**src/rtl/mmul_sched_if.sv**
```systemverilog
// mmul_sched_if: bundles the two requester ports, the mmul core drive/return and the response port.
// Latency: none; it only groups wires.
// Backpressure: it carries req*_valid/req*_ready and rsp_valid/rsp_ready between the two sides.
// Ports (all signals): req0_/req1_ valid, ready, mat_a, mat_b; mm_ enable, mat_a, mat_b, mat_axb, done, invalid;
//   rsp_ valid, ready, id, mat, invalid, timeout. master = scheduler side, slave = requesters/core/consumer side.
interface mmul_sched_if #(
  parameter int WIDTH = 8,
  parameter int DIM   = 3
);
  localparam int MW = DIM * DIM * WIDTH;

  logic          req0_valid;
  logic          req0_ready;
  logic [MW-1:0] req0_mat_a;
  logic [MW-1:0] req0_mat_b;
  logic          req1_valid;
  logic          req1_ready;
  logic [MW-1:0] req1_mat_a;
  logic [MW-1:0] req1_mat_b;
  logic          mm_enable;
  logic [MW-1:0] mm_mat_a;
  logic [MW-1:0] mm_mat_b;
  logic [MW-1:0] mm_mat_axb;
  logic          mm_done;
  logic          mm_invalid;
  logic          rsp_valid;
  logic          rsp_ready;
  logic          rsp_id;
  logic [MW-1:0] rsp_mat;
  logic          rsp_invalid;
  logic          rsp_timeout;

  modport master (
    input  req0_valid, req0_mat_a, req0_mat_b,
    input  req1_valid, req1_mat_a, req1_mat_b,
    input  mm_mat_axb, mm_done, mm_invalid, rsp_ready,
    output req0_ready, req1_ready,
    output mm_enable, mm_mat_a, mm_mat_b,
    output rsp_valid, rsp_id, rsp_mat, rsp_invalid, rsp_timeout
  );

  modport slave (
    output req0_valid, req0_mat_a, req0_mat_b,
    output req1_valid, req1_mat_a, req1_mat_b,
    output mm_mat_axb, mm_done, mm_invalid, rsp_ready,
    input  req0_ready, req1_ready,
    input  mm_enable, mm_mat_a, mm_mat_b,
    input  rsp_valid, rsp_id, rsp_mat, rsp_invalid, rsp_timeout
  );
endinterface

```
**src/rtl/mmul_sched.sv**
```systemverilog
// mmul_sched: round-robin scheduler of two requesters onto one shared mmul core.
// Latency: grant in IDLE, mm_enable the next cycle, rsp_valid the cycle after mm_done is sampled.
// Backpressure: response held in RESP until rsp_ready; no requester is granted while a job is in flight.
// Ports: clk; reset (asynchronous, active-high); bus (mmul_sched_if.master) with the req0/req1
//   operand ports, the mm_* core drive/return signals and the tagged rsp_* response port.
// Option: define MMUL_SCHED_TIMEOUT_EN to abort a RUN that lasts TIMEOUT cycles without mm_done.
module mmul_sched #(
  parameter int WIDTH   = 8,
  parameter int DIM     = 3,
  parameter int TIMEOUT = 64
) (
  input  logic         clk,
  input  logic         reset,
  mmul_sched_if.master bus
);
  localparam int MW = DIM * DIM * WIDTH;

  typedef enum logic [1:0] {IDLE, RUN, RESP} state_t;

  state_t        state_q, state_d;
  logic          rr_q;
  logic [MW-1:0] mat_a_q, mat_b_q, rsp_mat_q;
  logic          rsp_id_q, rsp_inv_q, rsp_to_q;
  logic          gnt0, gnt1, grant, done_run, to_hit;

  // Grants are decoded only in IDLE; rr_q breaks ties when both are valid.
  always_comb begin
    state_d  = state_q;
    gnt0     = 1'b0;
    gnt1     = 1'b0;
    done_run = 1'b0;
    case (state_q)
      IDLE: begin
        gnt0 = bus.req0_valid && (!bus.req1_valid || !rr_q);
        gnt1 = bus.req1_valid && (!bus.req0_valid || rr_q);
        if (gnt0 || gnt1) state_d = RUN;
      end
      RUN: begin
        done_run = bus.mm_done;
        if (bus.mm_done || to_hit) state_d = RESP;
      end
      RESP: begin
        if (bus.rsp_ready) state_d = IDLE;
      end
      default: state_d = IDLE;
    endcase
  end

  assign grant = gnt0 || gnt1;

  always_ff @(posedge clk or posedge reset) begin
    if (reset) begin
      state_q   <= IDLE;
      rr_q      <= 1'b0;
      mat_a_q   <= '0;
      mat_b_q   <= '0;
      rsp_mat_q <= '0;
      rsp_id_q  <= 1'b0;
      rsp_inv_q <= 1'b0;
    end else begin
      state_q <= state_d;
      if (grant) begin
        mat_a_q  <= gnt1 ? bus.req1_mat_a : bus.req0_mat_a;
        mat_b_q  <= gnt1 ? bus.req1_mat_b : bus.req0_mat_b;
        rsp_id_q <= gnt1;
        rr_q     <= !gnt1;           // the other requester wins the next tie
      end
      if (done_run) begin
        rsp_mat_q <= bus.mm_mat_axb;
        rsp_inv_q <= bus.mm_invalid;
      end else if (to_hit) begin
        rsp_mat_q <= '0;             // aborted job: no product, flagged invalid
        rsp_inv_q <= 1'b1;
      end
    end
  end

`ifdef MMUL_SCHED_TIMEOUT_EN
  localparam int CW = $clog2(TIMEOUT + 1);

  logic [CW-1:0] run_cnt_q;

  // mm_done in the same cycle as the limit takes priority over the abort.
  assign to_hit = (state_q == RUN) && !bus.mm_done && (run_cnt_q == CW'(TIMEOUT));

  always_ff @(posedge clk or posedge reset) begin
    if (reset) begin
      run_cnt_q <= '0;
      rsp_to_q  <= 1'b0;
    end else begin
      if (grant) begin
        run_cnt_q <= '0;
        rsp_to_q  <= 1'b0;
      end else if (state_q == RUN) begin
        run_cnt_q <= run_cnt_q + CW'(1);   // leaves RUN at TIMEOUT, so no wrap
      end
      if (to_hit) rsp_to_q <= 1'b1;
    end
  end
`else
  // Without the watchdog RUN waits for mm_done indefinitely and TIMEOUT has no effect.
  logic [31:0] unused_timeout;
  assign unused_timeout = 32'(TIMEOUT);
  assign to_hit         = 1'b0;
  assign rsp_to_q       = 1'b0;
`endif

  // Ready is masked by reset so it reads 0 while reset is held, even with valid high.
  assign bus.req0_ready  = gnt0 && !reset;
  assign bus.req1_ready  = gnt1 && !reset;
  assign bus.mm_enable   = (state_q == RUN);
  assign bus.mm_mat_a    = mat_a_q;
  assign bus.mm_mat_b    = mat_b_q;
  assign bus.rsp_valid   = (state_q == RESP);
  assign bus.rsp_id      = rsp_id_q;
  assign bus.rsp_mat     = rsp_mat_q;
  assign bus.rsp_invalid = rsp_inv_q;
  assign bus.rsp_timeout = rsp_to_q;
endmodule

```
**src/flat_wrapper.sv**
```systemverilog
// flat-port wrapper written by rule: the top's interface ports become plain ports
module mmul_sched_flat 
#(
  parameter int WIDTH   = 8,
  parameter int DIM     = 3,
  parameter int TIMEOUT = 64
)
  (clk, reset, bus_req0_valid, bus_req0_mat_a, bus_req0_mat_b, bus_req1_valid, bus_req1_mat_a, bus_req1_mat_b, bus_mm_mat_axb, bus_mm_done, bus_mm_invalid, bus_rsp_ready, bus_req0_ready, bus_req1_ready, bus_mm_enable, bus_mm_mat_a, bus_mm_mat_b, bus_rsp_valid, bus_rsp_id, bus_rsp_mat, bus_rsp_invalid, bus_rsp_timeout);
  mmul_sched_if #(.WIDTH(WIDTH), .DIM(DIM)) bus_i ();
  input  logic clk;
  input  logic reset;
  input wire logic [$bits(bus_i.req0_valid)-1:0] bus_req0_valid;
  input wire logic [$bits(bus_i.req0_mat_a)-1:0] bus_req0_mat_a;
  input wire logic [$bits(bus_i.req0_mat_b)-1:0] bus_req0_mat_b;
  input wire logic [$bits(bus_i.req1_valid)-1:0] bus_req1_valid;
  input wire logic [$bits(bus_i.req1_mat_a)-1:0] bus_req1_mat_a;
  input wire logic [$bits(bus_i.req1_mat_b)-1:0] bus_req1_mat_b;
  input wire logic [$bits(bus_i.mm_mat_axb)-1:0] bus_mm_mat_axb;
  input wire logic [$bits(bus_i.mm_done)-1:0] bus_mm_done;
  input wire logic [$bits(bus_i.mm_invalid)-1:0] bus_mm_invalid;
  input wire logic [$bits(bus_i.rsp_ready)-1:0] bus_rsp_ready;
  output wire logic [$bits(bus_i.req0_ready)-1:0] bus_req0_ready;
  output wire logic [$bits(bus_i.req1_ready)-1:0] bus_req1_ready;
  output wire logic [$bits(bus_i.mm_enable)-1:0] bus_mm_enable;
  output wire logic [$bits(bus_i.mm_mat_a)-1:0] bus_mm_mat_a;
  output wire logic [$bits(bus_i.mm_mat_b)-1:0] bus_mm_mat_b;
  output wire logic [$bits(bus_i.rsp_valid)-1:0] bus_rsp_valid;
  output wire logic [$bits(bus_i.rsp_id)-1:0] bus_rsp_id;
  output wire logic [$bits(bus_i.rsp_mat)-1:0] bus_rsp_mat;
  output wire logic [$bits(bus_i.rsp_invalid)-1:0] bus_rsp_invalid;
  output wire logic [$bits(bus_i.rsp_timeout)-1:0] bus_rsp_timeout;
  assign bus_i.req0_valid = bus_req0_valid;
  assign bus_i.req0_mat_a = bus_req0_mat_a;
  assign bus_i.req0_mat_b = bus_req0_mat_b;
  assign bus_i.req1_valid = bus_req1_valid;
  assign bus_i.req1_mat_a = bus_req1_mat_a;
  assign bus_i.req1_mat_b = bus_req1_mat_b;
  assign bus_i.mm_mat_axb = bus_mm_mat_axb;
  assign bus_i.mm_done = bus_mm_done;
  assign bus_i.mm_invalid = bus_mm_invalid;
  assign bus_i.rsp_ready = bus_rsp_ready;
  assign bus_req0_ready = bus_i.req0_ready;
  assign bus_req1_ready = bus_i.req1_ready;
  assign bus_mm_enable = bus_i.mm_enable;
  assign bus_mm_mat_a = bus_i.mm_mat_a;
  assign bus_mm_mat_b = bus_i.mm_mat_b;
  assign bus_rsp_valid = bus_i.rsp_valid;
  assign bus_rsp_id = bus_i.rsp_id;
  assign bus_rsp_mat = bus_i.rsp_mat;
  assign bus_rsp_invalid = bus_i.rsp_invalid;
  assign bus_rsp_timeout = bus_i.rsp_timeout;
  mmul_sched #(.WIDTH(WIDTH), .DIM(DIM), .TIMEOUT(TIMEOUT)) u_core (.clk(clk), .reset(reset), .bus(bus_i));
endmodule
```
**config.mk**
```make
export PLATFORM = sky130hd
export DESIGN_NAME = mmul_sched_flat
export DESIGN_NICKNAME = d
export VERILOG_FILES = /design/src/rtl/mmul_sched_if.sv /design/src/rtl/mmul_sched.sv /design/src/flat_wrapper.sv
export SDC_FILE = /design/constraint.sdc
export NUM_CORES = 1
export LEC_CHECK = 0
export BUFFER_PORTS_ARGS = -buffer_cell sky130_fd_sc_hd__buf_2
export CAP_MARGIN = 20
export CORE_AREA = 2 2 229 231
export CTS_CLUSTER_SIZE = 40
export DETAILED_ROUTE_END_ITERATION = 7
export DIE_AREA = 0 0 231 233
export PLACE_DENSITY_LB_ADDON = 0.12
export SKIP_LAST_GASP = 1
export SLEW_MARGIN = 20
export SYNTH_ARGS = -nofsm -noshare
export SYNTH_HDL_FRONTEND = slang
export SYNTH_SLANG_ARGS = --single-unit
```
**constraint.sdc**
```tcl
create_clock -name clk -period 6.5 [get_ports clk]
set_input_delay 0.325 -clock clk [delete_from_list [all_inputs] [get_ports clk]]
set_output_delay 0.325 -clock clk [all_outputs]
set_load 0.01 [all_outputs]
```
==> results.py <==
metrics = {
    "final_layout": {
        "final_util": 0.3258,
        "drive_above_1_share": 0.4216,
        "fin_nets": 1893,
        "syn_to_final_growth_pct": 66.20,
        "layout_common_cells": "588 x buf_2, 221 x dlygate4sd3_1, 221 x dfrtp_1, 144 x a221o_1, 73 x mux2_1",
        "final_common_cell": "buf_2",
    },
    "cts": {
        "cts_made_buffers": 29,
        "cts_sinks": 221,
        "path_clk_slew_ns": 0.06,
        "cts_tree": "built",
        "cts_max_path_buffers": 3,
        "ctsRootBufferMaster": "clkbuf_16",
        "cts_max_level": 1,
        "clk_latency_ns": 0.58,
    },
    "setup_path": {
        "critical_path_required_ns": 6.99,
        "crit_path_end_kind": "flop",
        "cp_max_fo": 80,
        "worstPathArrival_ns": 3.83,
        "critPathKind": "reg -> reg",
        "start_kind": "flop",
    },
    "route": {
        "drt-vias-per-instance": 4.463,
        "first_pass_iters": 4,
        "drtIter0Drc": 406,
        "ant_nets": 0,
        "wl_per_cell_um": 20.19,
        "vias": 9971,
        "routed_wl_um": 45100,
        "drc_errors": 0,
    },
    "timing": {
        "hold_slack_ns": -0.03457,
        "max_slew_margin": 0.2916,
        "tightest_slew_ns": 1.063,
        "clock_skew_ns": 0.02255,
        "drv_slew": 0,
        "rsz0062_at_grt": "no",
        "layout_setup_ws_ns": 3.158,
        "finalHoldViolations": 33,
        "min_period_ns": 3.342,
        "fin_tns_setup_ns": 0,
        "max_freq_mhz": 299.2,
        "fin_crit_sh": 0.5142,
        "finalSetupViolations": 0,
    },
    "floorplanning": {
        "initial_core_util": 0.1961,
        "io_pins": 590,
        "rows": 83,
        "core_area_um2": 51090,
        "fp.dieW_um": 231,
        "die_y_um": 233,
        "die-area_um2": 53820,
    },
    "global_route": {
        "grt_start_max_net_pins": 113,
        "grtUsageTotal": 0.1599,
        "grt_use_met3": 0.05110,
        "gr-total-overflow": 0,
        "met2_usage": 0.2816,
        "use_met1": 0.1882,
        "busiest_layer": "met2",
        "grt_first_pass_wirelength_um": 66490,
        "first_global_vias": 10630,
        "antenna_found_initial": 10,
    },
    "power": {
        "power.switching_uw": 2826,
        "powerDensity_nw_per_um2": 464.2,
        "power_frac_seq": 0.317,
        "p_int_uw": 4902,
        "clkPwrFrac": 0.213,
        "p_leak_uw": 0.008233,
        "switching_share": 0.3657,
        "ir_drop_mv": 0.2348,
        "combPwrFrac": 0.470,
    },
    "synthesis": {
        "synth_top_family_by_area": "compound AO/OA/AOI/OAI gates",
        "synth_top_cell_by_area": "dfrtp_1",
        "ys_types": 29,
        "yosys-top-cells-area": "dfrtp_1 55%, a221o_1 14%, mux2_1 8.2%",
        "synth_compound_area_frac": 0.2017,
        "synth_adder_area_share": 0,
        "synth_cells": 771,
        "synthXorXnorAreaFrac": 0,
        "yosysWarnings": 0,
        "synth_top_cell_area_share": 0.5521,
        "ys_ff_latch": 221,
        "synth.net_count": 1138,
        "synthMuxAreaShare": 0.08206,
        "syn_avg_cell_area_um2": 12.99,
        "synthesis.area_um2": 10020,
        "yosysSeqAreaShare": 0.5521,
        "yosys.area_share.simple": 0.1159,
    },
    "outcome": {
        "violations": "negative hold slack",
        "status": "finished, violations left",
    },
    "placement": {
        "place_ws_ns": 3.530,
        "place_congestion": 0.7756,
        "port_buffers": 588,
        "place_hpwl_um": 29930,
    },
    "job": {
        "maxCapViolCount": 0,
    },
    "min_path": {
        "min_path_type": "in -> async",
    },
}
## power groups by stage
stage / clock [uW] / combinational, uW / sequential (uW)
finish: 1640 / 3630 / 2450
global route: 1770 / 3950 / 2540
CTS: 1710 / 3680 / 2450
detailed placement: 0 / 3220 / 2450
global placement: 0 / 3190 / 2460
floorplan: 0 / 1550 / 2760
## area by class of cell
cell class | count | area, um2
fillers | 5391 | 34450
repair buffers | 819 | 5243
well taps | 680 | 850.8
inverters | 2 | 15.01
clock buffers | 45 | 865.8
multi-input cells | 453 | 4029
diodes | 5 | 12.51
clock inverters | 9 | 102.6
flip-flops and latches | 221 | 5530
## cell usage after synthesis, drive strengths merged
library cell and count:
and3 73, buf 42, or2 1, and2b 1
clkbuf 53, mux2 73, inv 2, a21boi 73
nand3 2, dfrtp 221, nand2 3, a31oi 1
conb 1, o21ai 1, a21oi 1, nor2 4
a21o 1, a211oi 1, and4 71, nand2b 2
a221o 144
## critical path, stage by stage (launching register included)
cell and delay, ns:
dfrtp_1 0.43, nor2_4 0.13, buf_4 0.68, and3_4 0.97
a221o_1 0.29, dlygate4sd3_1 0.55
## timing repair
item | 4_1_cts | 5_1_grt
hold buffers | 221 | 0
resized for setup | 0 | 0
buffers inserted | 0 | 0
hold endpoints to repair | 148 | 0
## state kept, by name (all words and copies together), names as in the netlist
name / cells
u_core.bus.mm_mat_a: 72
u_core.bus.mm_mat_b: 72
u_core.bus.rsp_mat: 72
u_core.state_q: 2
u_core.bus.rsp_id: 1
u_core.bus.rsp_invalid: 1
u_core.rr_q: 1
## worst paths after layout
| check | startpoint | to | slack, ns | depth (start not counted) |
|---|---|---|---|---|
| worst max-delay path | u_core.state_q[0] | u_core.bus.mm_mat_b[12] | 3.16 | 5 |
| worst min-delay path | reset | u_core.bus.mm_mat_a[21] | -0.03 | 2 |
| worst max register to register | u_core.state_q[0] | u_core.bus.mm_mat_b[12] | 3.16 | 5 |
| worst min register to register | u_core.bus.rsp_id | u_core.bus.rsp_id | 0.48 | 1 |
| max in group asynchronous | reset | u_core.bus.mm_mat_b[27] | 5.39 | 3 |
| min in group clk | bus_req0_mat_a[45] | u_core.bus.mm_mat_a[45] | 0.10 | 3 |
## through the flow
step,instance area [um2],power (uW),instances
after detailed placement,13460,5667,1954
after floorplan,10020,4312,771
after CTS,16640,7849,2229
final,16650,7728,2234
after global routing,16640,8252,2231
after global placement,13460,5651,1954
## logic make-up after synthesis
kind of cell | after synthesis
AO/OA/AOI/OAI | 222
flip-flops | 221
AND/OR/NAND/NOR | 157
buffers and inverters | 97
multiplexers | 73
other | 1
## layer usage
metal | vias to the layer above | wire [um] | share of wire
met5 | - | 63 | 0.0014
met4 | 10 | 1064 | 0.024
met3 | 68 | 3522 | 0.078
met2 | 368 | 22610 | 0.50
met1 | 4937 | 17830 | 0.40
li1 | 4588 | - | -
(Power assumes the default switching activity.)
